--- src/rtl/label_uart_reporter.sv ---
// ---------------------------------------------------------------------------
// label_uart_reporter
//
// Buffers classifier results in a small FIFO and reports each one over a
// UART 8N1 line as a three-byte frame:
//   byte 0 : image number, zero-extended to 8 bits
//   byte 1 : ASCII digit '0'..'9' for labels 0..9, '?' for anything larger
//   byte 2 : line feed (0x0A)
//
// Ports
//   clock       : system clock, rising edge
//   reset       : asynchronous, active-high reset
//   label       : classified digit from the upstream classifier
//   label_num   : index of the image that produced label
//   label_ready : label/label_num valid this cycle (one capture per cycle)
//   tx          : registered UART serial output, idle high
//   busy        : FIFO not empty or a frame is in flight
//   overflow    : sticky, set when a result had to be dropped
// ---------------------------------------------------------------------------
module label_uart_reporter #(
    parameter int CLKS_PER_BIT = 868,
    parameter int LABEL_WIDTH  = 4,
    parameter int NUM_WIDTH    = 8,
    parameter int FIFO_DEPTH   = 4
) (
    input  logic                   clock,
    input  logic                   reset,
    input  logic [LABEL_WIDTH-1:0] label,
    input  logic [NUM_WIDTH-1:0]   label_num,
    input  logic                   label_ready,
    output logic                   tx,
    output logic                   busy,
    output logic                   overflow
);

    localparam int ENTRY_W = NUM_WIDTH + LABEL_WIDTH;
    localparam int PTR_W   = $clog2(FIFO_DEPTH);
    localparam int COUNT_W = PTR_W + 1;
    localparam int CNT_W   = $clog2(CLKS_PER_BIT);

    localparam logic [CNT_W-1:0]   BIT_LAST   = CNT_W'(CLKS_PER_BIT - 1);
    localparam logic [COUNT_W-1:0] COUNT_FULL = COUNT_W'(FIFO_DEPTH);

    localparam logic [1:0] ST_IDLE  = 2'd0;
    localparam logic [1:0] ST_START = 2'd1;
    localparam logic [1:0] ST_DATA  = 2'd2;
    localparam logic [1:0] ST_STOP  = 2'd3;

    // -----------------------------------------------------------------------
    // Result FIFO
    // -----------------------------------------------------------------------
    logic [ENTRY_W-1:0] fifo_mem [FIFO_DEPTH];
    logic [PTR_W-1:0]   wr_ptr;
    logic [PTR_W-1:0]   rd_ptr;
    logic [COUNT_W-1:0] fifo_count;
    logic               fifo_push;
    logic               fifo_pop;

    // -----------------------------------------------------------------------
    // Transmitter state
    // -----------------------------------------------------------------------
    logic [1:0]           state;
    logic [CNT_W-1:0]     bit_cnt;
    logic [2:0]           bit_idx;
    logic [1:0]           byte_idx;
    logic [ENTRY_W-1:0]   frame;
    logic [NUM_WIDTH-1:0] frame_num;
    logic [LABEL_WIDTH-1:0] frame_label;
    logic                 label_is_digit;
    logic [7:0]           cur_byte;
    logic                 bit_end;

    // The head entry leaves the FIFO on the same edge the FSM leaves IDLE.
    assign fifo_pop  = (state == ST_IDLE) && (fifo_count != '0);
    // A full FIFO still accepts a write when the head is popped on that edge.
    assign fifo_push = label_ready && ((fifo_count != COUNT_FULL) || fifo_pop);
    assign busy      = (fifo_count != '0) || (state != ST_IDLE);
    assign bit_end   = (bit_cnt == BIT_LAST);

    // NOTE: the storage array is deliberately left out of reset; the pointers
    // and count alone decide which entries are valid, so stale data is harmless.
    always_ff @(posedge clock) begin
        if (fifo_push) begin
            fifo_mem[wr_ptr] <= {label_num, label};
        end
    end

    // NOTE: all state is updated with non-blocking assignments so every
    // register samples the pre-edge values of the others.
    always_ff @(posedge clock or posedge reset) begin
        if (reset) begin
            wr_ptr     <= '0;
            rd_ptr     <= '0;
            fifo_count <= '0;
            overflow   <= 1'b0;
        end else begin
            // Power-of-two depth: pointers wrap naturally.
            if (fifo_push) begin
                wr_ptr <= wr_ptr + PTR_W'(1);
            end
            if (fifo_pop) begin
                rd_ptr <= rd_ptr + PTR_W'(1);
            end
            case ({fifo_push, fifo_pop})
                2'b10:   fifo_count <= fifo_count + COUNT_W'(1);
                2'b01:   fifo_count <= fifo_count - COUNT_W'(1);
                default: fifo_count <= fifo_count;
            endcase
            if (label_ready && !fifo_push) begin
                overflow <= 1'b1;
            end
        end
    end

    // -----------------------------------------------------------------------
    // Byte currently being serialised, derived from the latched frame entry
    // -----------------------------------------------------------------------
    assign frame_num      = frame[ENTRY_W-1:LABEL_WIDTH];
    assign frame_label    = frame[LABEL_WIDTH-1:0];
    assign label_is_digit = (32'(frame_label) <= 32'd9);

    // NOTE: cur_byte gets a default before the case so no path can leave it
    // unassigned and infer a latch.
    always_comb begin
        cur_byte = 8'h0A;
        case (byte_idx)
            2'd0:    cur_byte = 8'(frame_num);
            2'd1:    cur_byte = label_is_digit ? (8'h30 + 8'(frame_label)) : 8'h3F;
            default: cur_byte = 8'h0A;
        endcase
    end

    // -----------------------------------------------------------------------
    // Transmit FSM. tx is registered and is loaded with the level of the next
    // bit on the edge that starts that bit, so it never changes mid-period.
    // -----------------------------------------------------------------------
    always_ff @(posedge clock or posedge reset) begin
        if (reset) begin
            state    <= ST_IDLE;
            bit_cnt  <= '0;
            bit_idx  <= '0;
            byte_idx <= '0;
            frame    <= '0;
            tx       <= 1'b1;
        end else begin
            case (state)
                ST_IDLE: begin
                    tx <= 1'b1;
                    if (fifo_pop) begin
                        frame    <= fifo_mem[rd_ptr];
                        byte_idx <= 2'd0;
                        bit_cnt  <= '0;
                        tx       <= 1'b0;
                        state    <= ST_START;
                    end
                end

                ST_START: begin
                    if (bit_end) begin
                        bit_cnt <= '0;
                        bit_idx <= 3'd0;
                        tx      <= cur_byte[0];
                        state   <= ST_DATA;
                    end else begin
                        bit_cnt <= bit_cnt + CNT_W'(1);
                    end
                end

                ST_DATA: begin
                    if (bit_end) begin
                        bit_cnt <= '0;
                        if (bit_idx == 3'd7) begin
                            tx    <= 1'b1;
                            state <= ST_STOP;
                        end else begin
                            bit_idx <= bit_idx + 3'd1;
                            tx      <= cur_byte[bit_idx + 3'd1];
                        end
                    end else begin
                        bit_cnt <= bit_cnt + CNT_W'(1);
                    end
                end

                ST_STOP: begin
                    if (bit_end) begin
                        bit_cnt <= '0;
                        if (byte_idx == 2'd2) begin
                            // Always spend one cycle in IDLE before the next pop.
                            state <= ST_IDLE;
                        end else begin
                            byte_idx <= byte_idx + 2'd1;
                            tx       <= 1'b0;
                            state    <= ST_START;
                        end
                    end else begin
                        bit_cnt <= bit_cnt + CNT_W'(1);
                    end
                end

                default: begin
                    state <= ST_IDLE;
                    tx    <= 1'b1;
                end
            endcase
        end
    end

endmodule

--- config.mk ---
export PLATFORM = sky130hd
export DESIGN_NAME = label_uart_reporter
export DESIGN_NICKNAME = d
export VERILOG_FILES = /design/src/rtl/label_uart_reporter.sv
export SDC_FILE = /design/constraint.sdc
export NUM_CORES = 1
export LEC_CHECK = 0
export ABC_AREA = 1
export ABC_CLOCK_PERIOD_IN_PS = 3400
export BUFFER_PORTS_ARGS = -buffer_cell sky130_fd_sc_hd__buf_4
export CAP_MARGIN = 30
export CORE_MARGIN = 2
export CORE_UTILIZATION = 45
export DETAILED_ROUTE_END_ITERATION = 8
export GPL_TIMING_DRIVEN = 0
export PLACE_DENSITY = 0.6
export SYNTH_ARGS = -nofsm -noshare
export SYNTH_HDL_FRONTEND = slang
export SYNTH_SLANG_ARGS = --single-unit
--- constraint.sdc ---
create_clock -name clock -period 3.4 [get_ports clock]
set_input_delay 0.17 -clock clock [delete_from_list [all_inputs] [get_ports clock]]
set_output_delay 0.17 -clock clock [all_outputs]
set_load 0.01 [all_outputs]
==> results.tsv <==
stage	metric	value	unit
min_path	Hold EP	fifo_mem[0][3]	
global_route	global-route wire length before repair	12800	um
sta	worst hold slack	0.0161	ns
worst_setup_path	Crit path arrival time	2.45	ns
logic_synthesis	Netlist cell types	42	
finish	Final Instance Area	4560	sq um
floorplan	row count	34	
global_route	maximum number of pins on one net before global-route repair	39	
finish	FILL cells	800	
worst_setup_path	critical path type	reg2reg	
logic_synthesis	post-synthesis cell area	3980	sq um
clocking	Clk pin slew, worst setup/hold paths	0.09	ns
global_route	grt met2 use	27.2	%
pwr	Clock power frac	19.3	%
pwr	Pint	2.21	mW
sta	Final Max Slew Viols	0	
logic_synthesis	Yosys top cell by area	edfxtp_1	
clocking	Setup Buffers After CTS	0	
floorplan	io pins	18	
finish	share of layout cells above drive strength 1	16.6	%
sta	unrepaired setup endpoints after global routing	false	
job	max cap viols	0	
clocking	Clock Latency Late Sink	0.36	ns
clocking	total CTS buffers	9	
clocking	clock root cell	clkbuf_8	
clocking	CTS tree	yes	
logic_synthesis	asr flop ratio synth	44.2	%
logic_synthesis	#FFs+latches synth	86	
sta	Clock Skew	0.0187	ns
global_route	total global-route track usage	17.1	%
logic_synthesis	number of synthesized flops with an enable pin	48	
routing	final WL	7510	um
worst_setup_path	R2R setup slack	1.02	ns
routing	Vias	2651	
pwr	Leak	1.92	nW
logic_synthesis	Syn Nets	414	
place	Port Buf Inserts	17	
place	area post-placement	4290	sq um
logic_synthesis	Post-Syn Instances	383	
logic_synthesis	Ys Warns	0	
sta	Final Setup Violations	0	
clocking	clk sinks	86	
finish	Area Overhead vs Synth	14.6	%
worst_setup_path	Worst R2R End	fifo_mem[1][3]	
routing	# DRC	0	
logic_synthesis	Mean Syn Cell Area	10.4	sq um
pwr	PD cells	806	nW/um^2
global_route	GR met1 Demand/Resource	23.5	%
pwr	combinational power share	38.6	%
sta	Rel. slew slack	46.9	%
routing	wire length per cell	14.0	um
floorplan	Die Height	98.0	um
finish	final core utilization	52.8	%
routing	First-pass DRT Iterations	4	
floorplan	die footprint	9610	sq um
worst_setup_path	critical path data required time	3.47	ns
global_route	Overflow after GRT	0	
global_route	vias in the first global route	2560	
sta	Final Cycle Share	70.0	%
clocking	CTS Buffer Depth	2	
min_path	min-delay src	label[3]	
logic_synthesis	Post-synth top cells	62 x nor2_1, 52 x nand2_1, 48 x edfxtp_1	
logic_synthesis	share of the synthesized area in the top cell type	36.2	%
pwr	Switch Pwr	1.46	mW
routing	vias per cell	4.95	
routing	1st-iter DRT viols	114	
finish	final std cells w/o fill	536	
logic_synthesis	count leader, synth	nor2_1	
floorplan	core area	8640	sq um
finish	NumNets Final	454	
finish	# diodes	0	
sta	Max Fclk	420	MHz
place	placed cells	512	
logic_synthesis	top_reg_cell synth	edfxtp_1	
global_route	grt peak-use layer	met2	
min_path	WHS Path Cells	1	
routing	Final ANT Viol Nets	0	
place	HPWL reported at the end of detailed placement	5290	um
floorplan	initial core utilization	46.1	%
sta	final worst setup slack	1.02	ns
sta	Worst-Margin Slew	0.795	ns
sta	sum of negative setup slack	0	ns
worst_setup_path	worst reg2reg startpoint	state[1]	
worst_setup_path	Startpoint Class	flop	
worst_setup_path	crit end category	flop	
place	GPL Wtd Cong	0.790	
min_path	Hold Path Class	in2reg	
clocking	H-tree Lvls	3	
pwr	Sequential Power Share	42.0	%
pwr	Final Power	3.68	mW
sta	final critical-path required period	2.38	ns
worst_setup_path	worst-path fanout max	8	
pwr	VDD IR-drop max	317	uV
global_route	initial antenna violation count	0	
run_status	outcome	completed	
logic_synthesis	Seq/Total Area, Yosys	60.2	%
place	Place WS	0.974	ns
global_route	GR Util met3	3.58	%
floorplan	Horiz. Die Dim	98.0	um
sta	final hold vios	0	
logic_synthesis	synth top area cells	edfxtp_1 36%, dfrtp_1 23%, nor2_1 5.8%, nand2_1 4.9%, o21ai_0 4.8%	
worst_setup_path	worst r2r path cells	7	
pwr	switch share	39.8	%
-- cells by family after synthesis --
logic type,synth area share (%)
adders and majority gates,5.22
xor gates and xnor gates,1.32
AOI/OAI and AO/OA,10.9
buffers and inverters,5.25
and+or+nand+nor,17.2
DFF,60.2
-- worst max-delay path, stage by stage (launching register included) --
cell,delay [ns]
dfrtp_1,0.43
inv_1,0.13
ha_1,0.37
inv_2,0.12
nand3_1,0.19
nand2_4,0.11
nor2_1,0.52
buf_6,0.23
-- flip-flops by register name (all words and copies together) (netlist names) --
signal / count
fifo_mem: 48
frame: 12
bit_cnt: 10
bit_idx: 3
fifo_count: 3
byte_idx: 2
rd_ptr: 2
state: 2
wr_ptr: 2
overflow: 1
tx: 1
-- what timing repair did --
item	in CTS	in global routing
hold buffers	7	1
setup endpoints to repair	0	0
hold endpoints to repair	53	3
gates resized for setup	0	0
-- layout by cell type, fill, tap and decap left out, types with 3 or more instances in the layout --
| cell type | instances |
|---|---|
| inv_1 | 33 |
| nand2_4 | 3 |
| buf_6 | 5 |
| dfrtp_1 | 37 |
| dlygate4sd3_1 | 8 |
| o21ai_1 | 3 |
| a21oi_1 | 12 |
| nand3_1 | 13 |
| nand2_1 | 52 |
| inv_2 | 6 |
| ha_1 | 15 |
| nand4_1 | 3 |
| clkbuf_1 | 3 |
| xor2_1 | 6 |
| buf_2 | 7 |
| clkbuf_8 | 9 |
| edfxtp_1 | 48 |
| buf_4 | 17 |
| inv_6 | 3 |
| inv_8 | 3 |
| nor2_1 | 62 |
| a31oi_1 | 7 |
| o22ai_1 | 7 |
| o21ai_0 | 38 |
-- per-layer routing --
metal  vias to the layer above  wire length, um
li1                       1373                -
met5                         -                0
met2                        44             3620
met1                      1228             3590
met4                         0               87
met3                         6              210
-- how the worst max path moves through the flow --
stage | cells after the start | to | startpoint
2_1_floorplan | 6 | fifo_mem[0][0] | state[0]
3_3_place_gp | 6 | fifo_mem[3][6] | state[0]
3_5_place_dp | 7 | fifo_mem[1][11] | state[1]
4_1_cts | 7 | fifo_mem[1][3] | state[1]
5_1_grt | 7 | fifo_mem[1][3] | state[1]
6_report | 7 | fifo_mem[1][3] | state[1]
-- power groups by stage --
stage / clock, mW / sequential, mW / combinational (mW)
CTS: 0.737 / 1.55 / 1.44
finish: 0.711 / 1.54 / 1.42
global placement: 0 / 1.56 / 1.38
global route: 0.778 / 1.58 / 1.64
detailed placement: 0 / 1.57 / 1.43
floorplan: 0 / 1.54 / 1.05
-- cell type report --
| class | instances | area [sq um] | share of cell area, % |
|---|---|---|---|
| plain buffers | 11 | 57.6 | 1.26 |
| clock buffers | 9 | 124 | 2.72 |
| clock inverters | 7 | 68.8 | 1.51 |
| inverters | 40 | 151 | 3.32 |
| multi-input cells | 246 | 1380 | 30.2 |
| flip-flops and latches | 86 | 2390 | 52.5 |
| well taps | 108 | 135 | 2.96 |
| repair buffers | 29 | 253 | 5.54 |
No activity file was read; power rests on OpenSTA's default activity.
